===== config.mk =====
export PLATFORM = sky130hd
export DESIGN_NAME = fp_unpack
export DESIGN_NICKNAME = d
export VERILOG_FILES = /design/src/rtl/fp_unpack_pkg.sv /design/src/rtl/fp_unpack_clz.sv /design/src/rtl/fp_unpack.sv
export SDC_FILE = /design/constraint.sdc
export NUM_CORES = 1
export LEC_CHECK = 0
export CAP_MARGIN = 20
export CORE_MARGIN = 3
export CORE_UTILIZATION = 30
export CTS_BUF_LIST = sky130_fd_sc_hd__clkbuf_8
export CTS_CLUSTER_SIZE = 8
export DETAILED_ROUTE_END_ITERATION = 8
export PLACE_DENSITY_LB_ADDON = 0.15
export RECOVER_POWER = 25
export SYNTH_ARGS = -nofsm -noshare
export SYNTH_HDL_FRONTEND = slang
export SYNTH_HIERARCHICAL = 1
export SYNTH_SLANG_ARGS = --single-unit

===== constraint.sdc =====
create_clock -name clk_i -period 4.3 [get_ports clk_i]
set_input_delay 1.29 -clock clk_i [delete_from_list [all_inputs] [get_ports clk_i]]
set_output_delay 1.29 -clock clk_i [all_outputs]
set_load 0.01 [all_outputs]

===== src/rtl/fp_unpack_pkg.sv =====
// Shared FPU class-flag header: class one-hot bit indices, exponent constants,
// FSM state encoding and the IEEE-754 single-precision classifier.
package fp_unpack_pkg;

    localparam int CLASS_W            = 6;
    localparam int CLASS_BIT_ZERO      = 0;
    localparam int CLASS_BIT_SUBNORMAL = 1;
    localparam int CLASS_BIT_NORMAL    = 2;
    localparam int CLASS_BIT_INF       = 3;
    localparam int CLASS_BIT_SNAN      = 4;
    localparam int CLASS_BIT_QNAN      = 5;

    // Exponent constants, 11-bit two's complement
    localparam logic [10:0] EXP_ZERO    = 11'h781;  // -127
    localparam logic [10:0] EXP_SUBNORM = 11'h782;  // -126
    localparam logic [10:0] EXP_SPECIAL = 11'h080;  // 128
    localparam logic [10:0] EXP_BIAS    = 11'd127;

    typedef enum logic [1:0] {
        ST_IDLE = 2'd0,
        ST_NORM = 2'd1,
        ST_DONE = 2'd2
    } state_e;

    function automatic logic [CLASS_W-1:0] classify(input logic [31:0] fp);
        logic [7:0]         e;
        logic [22:0]        m;
        logic [CLASS_W-1:0] c;
        e = fp[30:23];
        m = fp[22:0];
        c = '0;
        if (e == 8'hFF) begin
            if (m == 23'd0)  c[CLASS_BIT_INF]  = 1'b1;
            else if (m[22])  c[CLASS_BIT_QNAN] = 1'b1;
            else             c[CLASS_BIT_SNAN] = 1'b1;
        end else if (e == 8'h00) begin
            if (m == 23'd0)  c[CLASS_BIT_ZERO]      = 1'b1;
            else             c[CLASS_BIT_SUBNORMAL] = 1'b1;
        end else begin
            c[CLASS_BIT_NORMAL] = 1'b1;
        end
        return c;
    endfunction

endpackage


===== src/rtl/fp_unpack_clz.sv =====
// Leading-zero count of a 23-bit mantissa; returns 23 for an all-zero input.
module fp_unpack_clz (
    input  logic [22:0] val_i,
    output logic [4:0]  lz_o
);

    // Scan from LSB upward so the last hit is the most significant set bit
    always_comb begin
        lz_o = 5'd23;
        for (int i = 0; i < 23; i++) begin
            if (val_i[i]) lz_o = 5'(22 - i);
        end
    end

endmodule


===== src/rtl/fp_unpack.sv =====
// Unpacks an IEEE-754 single into class one-hot, unbiased exponent and 48-bit
// significand. Define FUNPACK_FAST_NORM_EN to normalize subnormals in one cycle.
module fp_unpack
    import fp_unpack_pkg::*;
(
    input  logic         clk_i,
    input  logic         rst_i,
    input  logic         in_valid_i,
    output logic         in_ready_o,
    input  logic [31:0]  fp_i,
    output logic         out_valid_o,
    input  logic         out_ready_i,
    output logic [31:0]  fp_o,
    output logic [10:0]  exp_o,
    output logic [47:0]  sig_o,
    output logic [5:0]   class_o
);

    // Handshake: a transfer happens on a rising clock edge where valid and
    // ready are both high; results hold steady while out_valid_o waits on ready.
    state_e      state_q, state_d;
    logic [31:0] fp_q, fp_d;
    logic [10:0] exp_q, exp_d;
    logic [47:0] sig_q, sig_d;
    logic [5:0]  class_q, class_d;
    logic [5:0]  cls_w;

    assign cls_w = classify(fp_i);

`ifdef FUNPACK_FAST_NORM_EN
    logic [4:0] lz_w;

    fp_unpack_clz u_clz (
        .val_i (fp_i[22:0]),
        .lz_o  (lz_w)
    );
`endif

    always_ff @(posedge clk_i or posedge rst_i) begin
        if (rst_i) begin
            state_q <= ST_IDLE;
            fp_q    <= '0;
            exp_q   <= '0;
            sig_q   <= '0;
            class_q <= '0;
        end else begin
            state_q <= state_d;
            fp_q    <= fp_d;
            exp_q   <= exp_d;
            sig_q   <= sig_d;
            class_q <= class_d;
        end
    end

    always_comb begin
        state_d = state_q;
        fp_d    = fp_q;
        exp_d   = exp_q;
        sig_d   = sig_q;
        class_d = class_q;
        case (state_q)
            ST_IDLE: begin
                if (in_valid_i) begin
                    fp_d    = fp_i;
                    class_d = cls_w;
                    state_d = ST_DONE;
                    if (cls_w[CLASS_BIT_SUBNORMAL]) begin
`ifdef FUNPACK_FAST_NORM_EN
                        sig_d = {1'b0, fp_i[22:0], 24'b0} << (lz_w + 5'd1);
                        exp_d = EXP_ZERO - {6'b0, lz_w};
`else
                        sig_d   = {1'b0, fp_i[22:0], 24'b0};
                        exp_d   = EXP_SUBNORM;
                        state_d = ST_NORM;
`endif
                    end else if (cls_w[CLASS_BIT_ZERO]) begin
                        sig_d = '0;
                        exp_d = EXP_ZERO;
                    end else if (cls_w[CLASS_BIT_NORMAL]) begin
                        sig_d = {1'b1, fp_i[22:0], 24'b0};
                        exp_d = {3'b0, fp_i[30:23]} - EXP_BIAS;
                    end else begin
                        // INF and both NaNs share one packing; INF has mant=0
                        sig_d = {1'b1, fp_i[22:0], 24'b0};
                        exp_d = EXP_SPECIAL;
                    end
                end
            end
            ST_NORM: begin
                sig_d = {sig_q[46:0], 1'b0};
                exp_d = exp_q - 11'd1;
                if (sig_d[47]) state_d = ST_DONE;
            end
            ST_DONE: begin
                if (out_ready_i) state_d = ST_IDLE;
            end
            default: state_d = ST_IDLE;
        endcase
    end

    assign in_ready_o  = (state_q == ST_IDLE);
    assign out_valid_o = (state_q == ST_DONE);
    assign fp_o        = fp_q;
    assign exp_o       = exp_q;
    assign sig_o       = sig_q;
    assign class_o     = class_q;

endmodule


==> results of run 1 <==
[Yosys cell counts, types with 4 or more instances]
cell / n
nor2b_1: 4
nor4_1: 6
nand2b_1: 4
a22oi_1: 17
buf_4: 25
nand3_1: 6
a31oi_1: 8
a21oi_1: 9
inv_1: 6
buf_2: 10
nand2_1: 131
nor2_1: 14
nor3_1: 6
dfrtp_1: 75
o21ai_0: 32
and2_1: 5
clkbuf_1: 8
[final cells by class]
cell class	count	area share [%]
Inverter	7	0.538
Timing Repair Buffer	117	22.4
Clock buffer	9	2.42
Tap cell	168	4.11
Clock inverter	7	1.54
Sequential cell	75	36.7
Multi-Input combinational cell	313	32.3
[layout by cell type (no fill, tap or decap), types with 2 or more instances in the layout]
master / instances
nand4_1: 3
a21oi_1: 9
o21ai_0: 32
clkdlybuf4s50_1: 109
ha_1: 3
xor2_1: 3
a22oi_1: 17
a211o_1: 2
o221ai_1: 2
nor2b_1: 4
nand2b_1: 3
nand3_1: 6
inv_1: 5
clkinvlp_4: 3
and2_1: 5
nand2_1: 131
nor4_1: 6
nor3_1: 6
o211ai_1: 2
clkinv_4: 3
buf_4: 5
nor2_1: 13
a31oi_1: 8
o21a_1: 3
dfrtp_1: 75
clkbuf_8: 9
a22o_1: 2
o311ai_0: 3
conb_1: 24
[state kept, by name, indices dropped and copies added (netlist names)]
signal and flops:
fp_o 32, state_q 2, class_o 6, exp_o 11
sig_o 24
[where the power goes]
group | leakage, nW | internal (mW) | switching, mW | total (mW)
combinational | 1.21 | 0.441 | 0.391 | 0.832
sequential | 0.932 | 0.879 | 0.157 | 1.04
clock | 0.0916 | 0.271 | 0.295 | 0.566
[through the flow]
stage | utilization, % | setup slack (ns)
6_report | 42.1 | 1.10
5_1_grt | 42.1 | 0.680
4_1_cts | 42.1 | 1.07
3_5_place_dp | 40.5 | 0.691
3_3_place_gp | 40.5 | 0.797
2_1_floorplan | - | 1.10
[critical path, stage by stage]
cell and delay (ns):
dlygate4sd3_1 0.54, clkinvlp_2 1.05, clkbuf_2 0.72
[path summary, 6_finish.rpt]
path	cells after the start	slack [ns]	to	start
max in group clk_i	6	1.12	exp_o[1]	in_valid_i
min	2	0.48	fp_o[25]	fp_o[25]
max reg2reg	6	2.05	exp_o[1]	state_q[0]
max	3	1.10	sig_o[36]	rst_i
min in group asynchronous	2	1.83	sig_o[39]	rst_i
min reg2reg	2	0.48	fp_o[25]	fp_o[25]
[logic make-up (layout without fill, tap and decap cells)]
kind of cell	count (synthesis)	in the layout	synth area share, %
AND/OR/NAND/NOR	189	189	23.0
AO/OA/AOI/OAI	93	93	16.3
flip-flops	75	75	49.8
buffers and inverters	54	140	8.83
XOR/XNOR	4	4	0.930
adder cells (fa/ha/maj)	3	3	0.996
other	1	24	0.0995
[metal layers]
metal / vias to the layer above / track usage (%) / share of wire [%]
li1: 1594 / - / -
met1: 1621 / 21.1 / 44
met2: 113 / 25.8 / 46
met3: 12 / 6.20 / 8.2
met4: 0 / 3.88 / 1.5
met5: - / 0 / 0
==> metrics.cfg, run 1 <==
[synth]
synth_cells=419
yosys_warnings=6
synth_area_leaders=dfrtp_1 (50%), nand2_1 (13%), buf_4 (5.0%)
seq_area_frac_synth_pct=49.8
synthArstFlopShare_pct=100
netlist_area_sq_mm=0.00377
synth_top_area_share_pct=49.8
synth_top_cell_by_area=dfrtp_1
synth_edf_count=0
ys_seq_elements=75
synth.avg_cell_area_sq_um=8.99
ys.flop_type=dfrtp_1
synthDistinctLibCells=53

[run_status]
violations=max-capacitance violations, max-slew violations
outcome=complete, but fails checks

[detailed_routing]
drc_errors=0
via_per_inst=4.80
routed-via-count=3340
dr.pass1.iters=4
detail_route.wl_per_cell_um=16.3
drtIter0Drc=223
finalWirelength_mm=11.3
ant_nets=0

[global_route]
track_usage_pct=16.3
grt_max_degree=47
grt_pass1_vias=3389
grt_antenna_before_repair=0
grt_pass1_wl_mm=18.4
globalRouteOverflowTotal=0

[timing]
fmax_ghz=0.312
setup_viol=0
hold_ws_ns=0.481
rsz0062_at_grt=false
timing.slew.headroom_pct=-22.1
slew_violations=41
fin_tns_setup_ns=0
finalCritPeriodShare_pct=74.5
hold_violations=0
worstMarginPinSlew_ns=1.82
finalCriticalPeriod_ns=3.20
fin_skew_ns=0.0118

[cts]
clockBufferDepth=2
cts_resized=0
cts_buffers=9
cts_num_sinks=75
clockRootBuffer=clkbuf_8
clkLatencyLatePin_ns=0.36
clkTransAtPathRegs_ns=0.08
postCtsSetupBuffers=0
ctsHoldBuffers=0
cts_tree=built
cts_htree_levels=3

[placement]
dpl.hpwl_mm=8.11
placedCellCount=680
dpl_cell_area_sq_mm=0.00492
io_buffer_count=110
gp_congestion=0.779

[die]
fp.dieW_um=118
num_rows=40
io_pins=135
core_sq_mm=0.0122
die_h_um=118
die_area_sq_mm=0.0139
start_util_pct=31.0

[setup_path]
required_ns=4.73
critPathCaptureType=asynchronous set/reset pin
crit_type=in -> async
critPathMaxFanout=40
crit_arrival_ns=3.63
critPathLaunchType=input pin

[layout]
multi_input_area_sq_mm=0.00165
antenna_cells=0
layout.nets=562
fillers=1267
area_delta_synth_final_pct=35.8
fin_area_sq_mm=0.00512
final_cells=696
seq_area_sq_mm=0.00188
drive_gt1_share_pct=7.01

[job]
drv_cap=1

[worst_hold_path]
min_path_type=reg -> reg

[pwr]
total_power_mw=2.43
cellLeakagePower_nw=2.24
max-vdd-ir-drop_uv=218
power_density_mw_per_mm2=476

Power figures use the tool's default switching activity.
==> run 2: changes to the inputs <==
==> constraint.sdc (replaced) <==
create_clock -name clk_i -period 2.9 [get_ports clk_i]
set_input_delay 0.87 -clock clk_i [delete_from_list [all_inputs] [get_ports clk_i]]
set_output_delay 0.87 -clock clk_i [all_outputs]
set_load 0.01 [all_outputs]
==> metrics.cfg, run 2 (same netlist as run 1, synthesis figures left out) <==
[run_status]
outcome=completed

[cts]
clockBufferDepth=2
clockRootBuffer=clkbuf_8
clkTransAtPathRegs_ns=0.07
postCtsSetupBuffers=0
cts_num_sinks=75
clkLatencyLatePin_ns=0.35
cts_resized=0
cts_buffers=9
cts_htree_levels=3
cts_tree=built
ctsHoldBuffers=0

[timing]
fin_tns_setup_ns=0
worstMarginPinSlew_ns=1.36
hold_violations=0
slew_violations=0
rsz0062_at_grt=false
fmax_ghz=0.395
finalCritPeriodShare_pct=87.2
finalCriticalPeriod_ns=2.53
timing.slew.headroom_pct=8.99
fin_skew_ns=0.00440
setup_viol=0
setup_slack_ns=0.371

[setup_path]
critPathLaunch=state_q[1]
crit_arrival_ns=1.66
required_ns=2.03
crit_type=reg -> out
critPathCaptureType=output port
rrSetupSlack_ns=1.06
reg2reg_to=exp_o[10]
critPathMaxFanout=11
timing.rr.start=exp_o[0]
critPathLaunchType=register
reg2reg_depth=6

[detailed_routing]
drtIter0Drc=190
detail_route.wl_per_cell_um=16.5
drc_errors=0
routed-via-count=3362
via_per_inst=4.76
ant_nets=0
dr.pass1.iters=4
finalWirelength_mm=11.6

[pwr]
cellLeakagePower_nw=2.30
power_density_mw_per_mm2=684
max-vdd-ir-drop_uv=365

[global_route]
grt_pass1_wl_mm=18.7
grt_max_degree=31
track_usage_pct=16.7
grt_antenna_before_repair=0
grt_pass1_vias=3500
globalRouteOverflowTotal=0

[die]
io_pins=135
fp.dieW_um=118
num_rows=40
core_sq_mm=0.0122
start_util_pct=31.0
die_h_um=118
die_area_sq_mm=0.0139

[layout]
final_common_cell=nand2_1
fin_area_sq_mm=0.00519
antenna_cells=0
layout_common_cells=nand2_1 (131), clkdlybuf4s50_1 (109), dfrtp_1 (75), o21ai_0 (32), conb_1 (24)
drive_gt1_share_pct=8.36
area_delta_synth_final_pct=37.7
layout.nets=573
utilization_pct=42.7
largest_reg_flops=32

[placement]
preCtsSetupSlack_ns=0.0650
dpl_cell_area_sq_mm=0.00502
gp_congestion=0.804
io_buffer_count=110
dpl.hpwl_mm=8.55

[job]
drv_cap=0

[worst_hold_path]
holdCritStartpoint=fp_o[25]
holdPathStages=2
min_to=fp_o[25]
min_path_type=reg -> reg

## run 2: worst max-delay path by stage
stage / endpoint / slack [ns] / cells after the start
2_1_floorplan: class_o[0] / 0.12 / 1
4_1_cts: out_valid_o / 0.34 / 2
3_3_place_gp: exp_o[0] / 0.09 / 6
5_1_grt: in_ready_o / 0.26 / 3
3_5_place_dp: state_q[0] / 0.07 / 6
6_report: out_valid_o / 0.37 / 2
## run 2: where the power goes
| part | internal (mW) | leakage [nW] | total, mW | switching, mW |
|---|---|---|---|---|
| clock | 0.371 | 0.0994 | 0.754 | 0.383 |
| sequential | 1.30 | 0.932 | 1.54 | 0.238 |
| combinational | 0.670 | 1.27 | 1.25 | 0.583 |
| total | 2.35 | 2.30 | 3.55 | 1.20 |
## run 2: critical path, cell delays in order (launching register included)
cell and delay, ns:
dfrtp_1 0.53, nor2b_1 0.22, clkdlybuf4s50_1 0.56
## run 2: through the flow
| stage | std cells | hold slack (ns) | power (mW) |
|---|---|---|---|
| final | 706 | 0.475 | 3.55 |
| after global routing | 706 | 0.505 | 3.79 |
| after CTS | 706 | 0.482 | 3.60 |
| after detailed placement | 691 | 0.462 | 2.83 |
| after global placement | 691 | 0.460 | 2.82 |
| after floorplan | 442 | 0.507 | 2.07 |
## run 2: metal layers
metal	share of wire, %	GRT usage [%]
met5	0	0
met4	0.77	3.22
met3	7.5	6.73
met2	47	27.0
met1	44	21.3
## run 2: layout make-up
class                      instances  area (sq um)
tap                              168           210
inverter                           7          27.5
fill                            1277          6970
timing repair buffer             128          1240
clock inverter                     3          13.8
clock buffer                      12           165
sequential                        75          1880
multi-input combinational        313          1650
